<file path="src/rtl/engine_scheduler.sv">
// Round-robin scheduler that serialises three engines onto one shared port.
// Grants one requester at a time, pulses start/ack, holds the port select
// for the job, and releases on the engine's done or on a watchdog timeout.
module engine_scheduler #(
  parameter int unsigned MAX_CYCLES = 4096
) (
  input  logic       clk,
  input  logic       rst_n,
  input  logic       enable,
  input  logic [2:0] req,
  input  logic [2:0] done,
  output logic [2:0] ack,
  output logic [2:0] start,
  output logic [1:0] sel,
  output logic       busy,
  output logic       timeout_err,
  output logic [1:0] err_id
);

  localparam int unsigned CW = $clog2(MAX_CYCLES);
  localparam logic [CW-1:0] TERM = CW'(MAX_CYCLES - 1);

  typedef enum logic [1:0] {IDLE, GRANT, RUN, RELEASE} state_t;

  state_t        state, state_n;
  logic [1:0]    last_ptr, last_ptr_n;
  logic [1:0]    cur, cur_n;
  logic [CW-1:0] cnt, cnt_n;
  logic [2:0]    ack_n, start_n;
  logic [1:0]    sel_n, err_id_n;
  logic          busy_n, timeout_err_n;
  logic [1:0]    win, p;
  logic          found;

  // State and registered outputs; all outputs come from flops, never from inputs.
  always_ff @(posedge clk) begin
    if (!rst_n) begin
      state       <= IDLE;
      last_ptr    <= 2'd2;
      cur         <= '0;
      cnt         <= '0;
      ack         <= '0;
      start       <= '0;
      sel         <= '0;
      busy        <= 1'b0;
      timeout_err <= 1'b0;
      err_id      <= '0;
    end else begin
      state       <= state_n;
      last_ptr    <= last_ptr_n;
      cur         <= cur_n;
      cnt         <= cnt_n;
      ack         <= ack_n;
      start       <= start_n;
      sel         <= sel_n;
      busy        <= busy_n;
      timeout_err <= timeout_err_n;
      err_id      <= err_id_n;
    end
  end

  // Round-robin search starting after last_ptr, wrapping 2 -> 0.
  always_comb begin
    win   = '0;
    found = 1'b0;
    p     = last_ptr;
    for (int unsigned i = 0; i < 3; i++) begin
      p = (p == 2'd2) ? 2'd0 : p + 2'd1;
      if (!found && req[p]) begin
        found = 1'b1;
        win   = p;
      end
    end
  end

  // Next-state and next-output values; outputs are computed one cycle ahead
  // so the registered copies line up with the state they belong to.
  always_comb begin
    state_n       = state;
    last_ptr_n    = last_ptr;
    cur_n         = cur;
    cnt_n         = cnt;
    ack_n         = '0;
    start_n       = '0;
    sel_n         = sel;
    busy_n        = busy;
    timeout_err_n = 1'b0;
    err_id_n      = err_id;
    case (state)
      IDLE: begin
        if (enable && found) begin
          state_n = GRANT;
          cur_n   = win;
          start_n = 3'b001 << win;
          ack_n   = 3'b001 << win;
          sel_n   = win + 2'd1;
          busy_n  = 1'b1;
        end
      end
      GRANT: begin
        cnt_n      = '0;
        last_ptr_n = cur;
        state_n    = RUN;
      end
      RUN: begin
        if (done[cur]) begin
          state_n = RELEASE;
          sel_n   = '0;
          busy_n  = 1'b0;
        end else if (cnt == TERM) begin
          state_n       = RELEASE;
          sel_n         = '0;
          busy_n        = 1'b0;
          timeout_err_n = 1'b1;
          err_id_n      = cur + 2'd1;
        end else begin
          cnt_n = cnt + CW'(1);
        end
      end
      RELEASE: begin
        state_n = IDLE;
      end
      default: state_n = IDLE;
    endcase
  end

endmodule

</file>
<file path="config.mk">
export PLATFORM = sky130hd
export DESIGN_NAME = engine_scheduler
export DESIGN_NICKNAME = d
export VERILOG_FILES = /design/src/rtl/engine_scheduler.sv
export SDC_FILE = /design/constraint.sdc
export NUM_CORES = 1
export LEC_CHECK = 0
export CAP_MARGIN = 10
export CORE_ASPECT_RATIO = 1.4
export CORE_MARGIN = 3
export CORE_UTILIZATION = 47
export CTS_CLUSTER_DIAMETER = 100
export DETAILED_ROUTE_END_ITERATION = 8
export PLACE_DENSITY = 0.74
export SYNTH_ARGS = -nofsm -noshare
export SYNTH_HDL_FRONTEND = slang
export SYNTH_SLANG_ARGS = --single-unit
</file>
<file path="constraint.sdc">
create_clock -name clk -period 1.5 [get_ports clk]
set_input_delay 0.45 -clock clk [delete_from_list [all_inputs] [get_ports clk]]
set_output_delay 0.45 -clock clk [all_outputs]
set_load 0.02 [all_outputs]
</file>
==> flow_summary_export.csv, run 1 <==
group,metric,value,unit
status,status,"finished, violations left",
routing,vias,1430,
logic_synthesis,ys_seq_elements,27,
timing,setup-violations-final,15,
timing,period_needed,1.62,ns
logic_synthesis,syn_inst,152,
power_and_ir_drop,seqPwrFrac,0.357,
final_layout,final_common_cell,"buf_4",
global_routing,overflow,0,
final_layout,area_delta_synth_final,57.1,%
floorplanning,fp.dieH,69.5,µm
timing,slew_headroom,0.733,
global_routing,grt_pass1_wl,5810,µm
global_routing,grt_pass1_vias,1362,
placement,port_buffers,20,
final_layout,fin_util,0.788,
global_routing,met2_usage,0.378,
logic_synthesis,ys_seq_area_frac,0.399,
placement,place_congestion,0.919,
final_layout,drive_gt1_frac,0.425,
worst_setup_path,endpoint_kind,"flip-flop",
worst_setup_path,setup.worst_path.end,"busy$_SDFFE_PN0P_",
routing,drc,0,
power_and_ir_drop,power.switching,897,µW
global_routing,grt_max_degree,15,
placement,dp_slack,-0.630,ns
final_layout,regArea,547,µm²
logic_synthesis,yosysWarnings,0,
routing,wl,3880,µm
routing,drt_iter0_drc,29,
clocking,htreeDepth,1,
global_routing,grtUsageMet3,0.0301,
clocking,cts_buffers,3,
clocking,cts_tree,"built",
floorplanning,die_area,3570,µm²
power_and_ir_drop,clock_power_share,0.134,
worst_setup_path,crit_start,"cnt[1]$_SDFFE_PN0P_",
final_layout,antennaDiodeCount,0,
final_layout,num-fill-cells,179,
timing,maxSlewViolCount,0,
global_routing,grt_util_all_layers,0.204,
clocking,clkTransAtPathRegs,0.15,ns
timing,final.period_utilization,1.08,
logic_synthesis,synth.distinct_cells,42,
final_layout,fin_cells,255,
logic_synthesis,syn-num-nets,165,
worst_setup_path,worstPathRequired,1.73,ns
power_and_ir_drop,power-per-cell-area,1140,nW/µm²
clocking,clock_latency,0.33,ns
power_and_ir_drop,combPwrFrac,0.509,
routing,firstDrtPassIters,4,
worst_setup_path,worst-r2r-setup-slack,-0.12,ns
floorplanning,die_width,51.4,µm
power_and_ir_drop,p_sw_frac,0.370,
min_path,hold_class,"reg -> reg",
timing,finClkSkew,0.00416,ns
worst_setup_path,crit_fanout,5,
timing,worst_slew_pin_slew,0.399,ns
worst_setup_path,worstSetupPathType,"reg -> reg",
floorplanning,std_cell_rows,22,
worst_setup_path,timing.rr.start,"cnt[1]$_SDFFE_PN0P_",
global_routing,antenna_found_initial,0,
worst_setup_path,reg2regPathDepth,7,
logic_synthesis,avgSynthCellArea,8.91,µm²
clocking,clock_sinks,27,
timing,rsz0062_at_grt,"true",
floorplanning,initial_core_util,0.502,
placement,dpl.hpwl,2500,µm
final_layout,mostFrequentLayoutCells,"buf_4, dfxtp_1, nand2_1",
job,max_cap_viol_count,0,
floorplanning,io_pins,21,
worst_setup_path,r2r_end,"busy$_SDFFE_PN0P_",
worst_setup_path,arrival,1.86,ns
final_layout,layout.nets,233,
global_routing,gr-usage-met1,0.223,
power_and_ir_drop,p_int,1530,µW
timing,fmax,616,MHz
routing,avgViaCountPerCell,5.61,
routing,ant_nets,0,
clocking,cts_root_buf,"clkbuf_4",
final_layout,multi_input_area,918,µm²
logic_synthesis,async_flop_share,0,
floorplanning,core_area,2700,µm²
timing,holdWs,0.457,ns
logic_synthesis,synth_edf_count,0,
clocking,clock_path_buffers,2,
logic_synthesis,synth_flop_cell,"dfxtp_1",
logic_synthesis,syn_area,1350,µm²
power_and_ir_drop,ir_drop,0.989,mV
clocking,hold_buffers,0,
timing,finalWorstSetupSlack,-0.122,ns
global_routing,gr-max-usage-layer,"met2",
status,failed_checks,"setup timing",
routing,post_drt_wl_per_cell,15.2,µm
timing,hold_violations,0,
placement,place_inst,244,
worst_setup_path,cp-start-kind,"flip-flop",
power_and_ir_drop,p_leak,0.000909,µW
cell families (layout without fill, tap and decap cells):
family | Yosys count | after routing | synth area share
compound gates | 33 | 33 | 0.165
xor+xnor | 6 | 6 | 0.0388
fa+ha+maj | 4 | 4 | 0.0370
buf+inv | 10 | 77 | 0.0388
flops | 27 | 27 | 0.399
mux | 4 | 4 | 0.0296
simple gates | 68 | 68 | 0.291
stage by stage:
step           TNS [ns]  instance area, µm²  total power [µW]
2_1_floorplan   -0.0529                1370              1430
3_3_place_gp     -10.23                1890              1830
3_5_place_dp     -10.78                1890              1870
4_1_cts          -0.444                1970              2220
5_1_grt           -2.16                2130              2560
6_report         -0.772                2130              2420
synth_stat cells, types with 3 or more instances:
library cell   n  area (µm²)
a31oi_1        4        25.0
and2_1         3        18.8
and3_1         3        18.8
buf_4          4        30.0
dfxtp_1       27         541
ha_1           4        50.1
inv_1          4        15.0
mux2i_1        4        40.0
nand2_1       17        63.8
nand3_1        5        25.0
nor2_1        13        48.8
nor2b_1        6        37.5
nor3_1         3        15.0
o21ai_0       11        55.1
o22ai_1        4        25.0
or2_2          3        18.8
xnor2_1        5        43.8
layout make-up:
type                            instances  area share
Sequential cell                        27       0.257
Inverter                                4     0.00706
Tap cell                               36      0.0212
Timing Repair Buffer                   69       0.271
Multi-Input combinational cell        115       0.432
Clock buffer                            4      0.0124
worst max-delay path, stage by stage, from the launching register on:
cell     delay [ns]
dfxtp_2        0.39
ha_4           0.15
nand2_4        0.06
nor4b_4        0.42
nor2_4         0.11
a21oi_4        0.21
buf_4          0.15
a21oi_2        0.04
power groups by stage:
stage / Sequential [µW] / Clock (µW) / Combinational (µW)
after detailed placement: 873 / 0 / 1000
after global routing: 873 / 367 / 1320
final: 865 / 325 / 1240
after floorplan: 920 / 0 / 506
after global placement: 867 / 0 / 964
after CTS: 857 / 333 / 1030
metal layers:
metal | vias up | part of all wire
met1 | 704 | 0.40
met2 | 41 | 0.54
met5 | - | 0
met3 | 14 | 0.034
met4 | 0 | 0.029
li1 | 671 | -
worst min path at each step:
stage / from / to / slack [ns] / cells past startpoint
after floorplan: state[1]$_SDFFE_PN0P_ / state[1]$_SDFFE_PN0P_ / 0.45 / 2
after global placement: err_id[1]$_SDFFE_PN0P_ / err_id[1]$_SDFFE_PN0P_ / 0.45 / 2
after detailed placement: err_id[0]$_SDFFE_PN0P_ / err_id[0]$_SDFFE_PN0P_ / 0.45 / 2
after CTS: err_id[0]$_SDFFE_PN0P_ / err_id[0]$_SDFFE_PN0P_ / 0.47 / 2
after global routing: err_id[0]$_SDFFE_PN0P_ / err_id[0]$_SDFFE_PN0P_ / 0.49 / 2
final: err_id[0]$_SDFFE_PN0P_ / err_id[0]$_SDFFE_PN0P_ / 0.46 / 2
timing repair:
action                     CTS  global route
gates resized for setup     26            49
pin swaps                    5            15
buffers inserted             2             6
setup endpoints to repair   34            34
state kept, by name, indices dropped and copies added, names as in the netlist:
| name | cells |
|---|---|
| busy | 1 |
| start | 3 |
| cnt | 12 |
| err_id | 2 |
| timeout_err | 1 |
| sel | 2 |
| state | 2 |
| last_ptr | 2 |
| cur | 2 |
No activity file was read; power rests on OpenSTA's default activity.
==> inputs of run 2 (changes only) <==
CORE_MARGIN = unset   (was 3)
==> flow_summary_export.csv, run 2 (synthesis results as in run 1) <==
group,metric,value,unit
final_layout,final_common_cell,"buf_4",
timing,final.period_utilization,1.07,
power_and_ir_drop,ir_drop,1.15,mV
final_layout,regMostFlops,"cnt",
power_and_ir_drop,combPwrFrac,0.493,
worst_setup_path,worstPathRequired,1.79,ns
floorplanning,core_area,2670,µm²
clocking,cts_tree,"built",
routing,vias,1442,
final_layout,antennaDiodeCount,0,
floorplanning,io_pins,21,
power_and_ir_drop,finalPower,2430,µW
global_routing,overflow,0,
final_layout,area_delta_synth_final,60.8,%
final_layout,num-fill-cells,158,
routing,firstDrtPassIters,5,
final_layout,finalInstanceArea,2180,µm²
clocking,htreeDepth,1,
min_path,hold_class,"reg -> reg",
power_and_ir_drop,p_int,1450,µW
timing,finalWorstSetupSlack,-0.0983,ns
routing,ant_nets,0,
job,max_cap_viol_count,0,
clocking,clock_path_buffers,2,
worst_setup_path,arrival,1.88,ns
global_routing,grt_pass1_vias,1434,
routing,post_drt_wl_per_cell,18.5,µm
power_and_ir_drop,power.switching,978,µW
global_routing,grt_pass1_wl,6470,µm
floorplanning,std_cell_rows,22,
timing,rsz0062_at_grt,"true",
floorplanning,fp.dieH,65.5,µm
power_and_ir_drop,power-per-cell-area,1120,nW/µm²
clocking,clock_sinks,27,
timing,period_needed,1.60,ns
power_and_ir_drop,p_sw_frac,0.402,
routing,drc,0,
final_layout,drive_gt1_frac,0.465,
timing,finalSetupTns,-0.707,ns
clocking,clkTransAtPathRegs,0.16,ns
placement,place_congestion,0.825,
timing,finClkSkew,0.00300,ns
worst_setup_path,cp.depth,6,
routing,drt_iter0_drc,71,
floorplanning,die_width,47.4,µm
final_layout,top_regs,"cnt x12, start x3",
worst_setup_path,cp-start-kind,"flip-flop",
final_layout,largest_reg_flops,12,
worst_setup_path,path_cells,"mux2i_4 > o211ai_4 > nor4_2 > buf_4 > nand3_2 > o21ai_1",
global_routing,grt_util_all_layers,0.296,
worst_setup_path,crit_fanout,6,
final_layout,layout.nets,229,
worst_setup_path,reg2regPathDepth,6,
timing,setup-violations-final,14,
worst_setup_path,cpPeakStageDelay,0.40,ns
floorplanning,initial_core_util,0.507,
timing,fmax,626,MHz
worst_setup_path,worstSetupPathType,"reg -> reg",
placement,dpl.hpwl,2550,µm
routing,wl,4640,µm
power_and_ir_drop,seqPwrFrac,0.367,
status,failed_checks,"setup timing",
worst_setup_path,path_delay_family,"flip-flops",
timing,worst_slew_pin_slew,0.416,ns
power_and_ir_drop,clock_power_share,0.140,
clocking,clock_latency,0.34,ns
placement,dp_slack,-0.630,ns
final_layout,mostFrequentLayoutCells,"buf_4, dfxtp_1, nand2_1",
global_routing,antenna_found_initial,0,
worst_setup_path,worst-path-buf-inv,1,
power_and_ir_drop,p_leak,0.000909,µW
placement,port_buffers,20,
worst_setup_path,critPathSlowestCell,"dfxtp_4",
worst_setup_path,endpoint_kind,"flip-flop",
timing,maxSlewViolCount,0,
status,status,"finished, violations left",
routing,avgViaCountPerCell,5.75,
min_path,holdPathStages,2,
timing,hold_violations,0,
floorplanning,die_area,3100,µm²
timing,slew_headroom,0.722,
placement,placed_cell_area,1860,µm²
global_routing,grt_max_degree,16,
clocking,cts_buffers,3,
clocking,cts_root_buf,"clkbuf_4",
==> run 2: power by group through the flow <==
stage | clock [µW] | sequential, µW | combinational, µW
floorplan | 0 | 920 | 506
finish | 341 | 892 | 1200
detailed placement | 0 | 876 | 949
global placement | 0 | 868 | 918
global route | 361 | 904 | 1280
CTS | 326 | 874 | 1050
==> run 2: metrics by stage <==
stage | util | std cells | hold slack [ns]
after global placement | 0.695 | 240 | 0.451
after floorplan | - | 152 | 0.454
after CTS | 0.766 | 249 | 0.461
final | 0.815 | 251 | 0.465
after detailed placement | 0.695 | 240 | 0.454
after global routing | 0.815 | 251 | 0.493
==> run 2: per-layer routing <==
| layer | global-route usage | vias to the layer above | wire length, µm |
|---|---|---|---|
| met1 | 0.315 | 702 | 1700 |
| met5 | 0 | - | 0 |
| met3 | 0.0412 | 18 | 145 |
| met2 | 0.526 | 56 | 2590 |
| li1 | - | 666 | - |
| met4 | 0.157 | 0 | 197 |
==> run 2: path summary, 6_finish.rpt <==
check	from	endpoint	slack (ns)
max	cur[1]$_SDFFE_PN0P_	err_id[1]$_SDFFE_PN0P_	-0.1
min	err_id[0]$_SDFFE_PN0P_	err_id[0]$_SDFFE_PN0P_	0.47
max reg2reg	cur[1]$_SDFFE_PN0P_	err_id[1]$_SDFFE_PN0P_	-0.1
min reg2reg	err_id[0]$_SDFFE_PN0P_	err_id[0]$_SDFFE_PN0P_	0.47
==> run 2: final cells by class <==
cell class,count,area (µm²),share of cell area
inverter,4,15.0,0.00690
sequential,27,557,0.256
timing repair buffer,64,528,0.243
multi-input combinational,116,1000,0.461
tap,36,45.0,0.0207
clock buffer,3,22.5,0.0103
clock inverter,1,5.00,0.00230
==> run 2: worst register-to-register path, stage by stage, from the launching register on <==
cell,delay (ns)
dfxtp_4,0.40
mux2i_4,0.32
o211ai_4,0.18
nor4_2,0.32
buf_4,0.19
nand3_2,0.05
o21ai_1,0.08
==> run 2: what timing repair did <==
item,in CTS,in global routing
buffers inserted,4,2
pin swaps,17,29
cloned,1,0
hold buffers,0,0
gates resized for setup,48,49
setup endpoints to repair,34,33
==> inputs of run 3 (changes only) <==
SETUP_SLACK_MARGIN = 0.1   (was unset)
==> flow_summary_export.csv, run 3 (synthesis results as in run 1) <==
group,metric,value,unit
routing,vias,1446,
routing,post_drt_wl_per_cell,16.7,µm
final_layout,layout.nets,239,
power_and_ir_drop,p_sw_frac,0.375,
routing,wl_met3,140,µm
status,status,"finished, violations left",
timing,final.period_utilization,1.10,
power_and_ir_drop,combPwrFrac,0.510,
routing,wl,4350,µm
status,failed_checks,"setup timing",
timing,period_needed,1.65,ns
floorplanning,io_pins,21,
power_and_ir_drop,finalPower,2470,µW
routing,ant_nets,0,
clocking,clock_path_buffers,2,
placement,dpl.hpwl,2480,µm
final_layout,largest_reg_flops,12,
power_and_ir_drop,ir_drop,0.993,mV
floorplanning,initial_core_util,0.507,
global_routing,grt_pass1_vias,1335,
final_layout,antennaDiodeCount,0,
timing,worst_slew_pin_slew,0.381,ns
timing,finClkSkew,0.00503,ns
timing,finalWorstSetupSlack,-0.152,ns
timing,finalSetupTns,-0.650,ns
worst_setup_path,arrival,1.91,ns
global_routing,grt_max_degree,16,
floorplanning,std_cell_rows,22,
global_routing,grt_util_all_layers,0.265,
placement,dp_slack,-0.575,ns
clocking,htreeDepth,1,
timing,holdWs,0.459,ns
timing,rsz0062_at_grt,"true",
clocking,clkTransAtPathRegs,0.15,ns
final_layout,regMostFlops,"cnt",
final_layout,fin_util,0.827,
timing,slew_headroom,0.745,
power_and_ir_drop,power.switching,926,µW
routing,drc,0,
global_routing,antenna_found_initial,0,
floorplanning,fp.dieH,65.5,µm
floorplanning,core_area,2670,µm²
worst_setup_path,worstPathRequired,1.76,ns
clocking,hold_buffers,0,
job,max_cap_viol_count,0,
worst_setup_path,worstSetupPathType,"reg -> reg",
worst_setup_path,crit_fanout,7,
clocking,clock_latency,0.34,ns
worst_setup_path,cp-start-kind,"flip-flop",
power_and_ir_drop,clock_power_share,0.136,
timing,setup-violations-final,15,
global_routing,grt_pass1_wl,5900,µm
routing,top_layer,"met4",
placement,place_congestion,0.856,
final_layout,area_delta_synth_final,63.0,%
power_and_ir_drop,p_leak,0.000983,µW
final_layout,multi_input_area,966,µm²
clocking,cts_tree,"built",
routing,dr_wl_met2,2350,µm
final_layout,regArea,552,µm²
final_layout,mostFrequentLayoutCells,"buf_4, dfxtp_1, nand2_1",
timing,hold_violations,0,
power_and_ir_drop,power-per-cell-area,1120,nW/µm²
final_layout,drive_gt1_frac,0.511,
clocking,cts_buffers,3,
global_routing,overflow,0,
worst_setup_path,endpoint_kind,"flip-flop",
routing,drt_iter0_drc,69,
floorplanning,die_width,47.4,µm
timing,maxSlewViolCount,0,
final_layout,top_regs,"cnt x12, start x3",
final_layout,final_common_cell,"buf_4",
clocking,cts_root_buf,"clkbuf_4",
final_layout,num-fill-cells,163,
power_and_ir_drop,seqPwrFrac,0.354,
floorplanning,die_area,3100,µm²
routing,firstDrtPassIters,4,
routing,routedLengthMet1,1620,µm
clocking,clock_sinks,27,
min_path,hold_class,"reg -> reg",
power_and_ir_drop,p_int,1540,µW
routing,avgViaCountPerCell,5.54,
timing,fmax,605,MHz
placement,port_buffers,20,
==> run 3: timing repair <==
item,CTS,global route
endpoints found under the setup margin,34,25
pin swaps,23,18
buffers inserted,8,9
gates resized for setup,81,28
==> run 3: power groups by stage <==
stage	Clock (µW)	Sequential (µW)	Combinational [µW]
2_1_floorplan	0	920	510
3_3_place_gp	0	870	928
3_5_place_dp	0	873	961
4_1_cts	338	863	1070
5_1_grt	372	884	1340
6_report	335	874	1260
==> run 3: path summary, 6_finish.rpt <==
path	from	end	slack, ns	cells past startpoint
max reg2reg	cur[1]$_SDFFE_PN0P_	cnt[6]$_SDFFE_PN0P_	-0.15	7
min reg2reg	err_id[1]$_SDFFE_PN0P_	err_id[1]$_SDFFE_PN0P_	0.46	2
max	cur[1]$_SDFFE_PN0P_	cnt[6]$_SDFFE_PN0P_	-0.15	7
min	err_id[1]$_SDFFE_PN0P_	err_id[1]$_SDFFE_PN0P_	0.46	2
==> run 3: metrics by stage <==
step	cell area, µm²	std cells
3_5_place_dp	1890	241
3_3_place_gp	1890	241
5_1_grt	2210	261
4_1_cts	2040	253
6_report	2210	261
2_1_floorplan	1390	152
==> run 3: layout make-up <==
class	count	area share
Tap cell	36	0.0204
Sequential cell	27	0.250
Inverter	4	0.00680
Timing Repair Buffer	75	0.273
Multi-Input combinational cell	115	0.438
Clock buffer	3	0.0102
Clock inverter	1	0.00227
==> run 3: worst max-delay path, cell delays in order, from the launching register on <==
cell,delay [ns]
dfxtp_2,0.38
mux2i_2,0.26
o211ai_4,0.12
buf_12,0.15
buf_4,0.16
nor2_4,0.12
o21ai_1,0.12
a31oi_1,0.26
==> run 3: per-layer routing <==
metal	vias up	GRT usage
li1	682	-
met1	695	0.301
met2	47	0.464
met3	22	0.0412
met4	0	0.111
met5	-	0
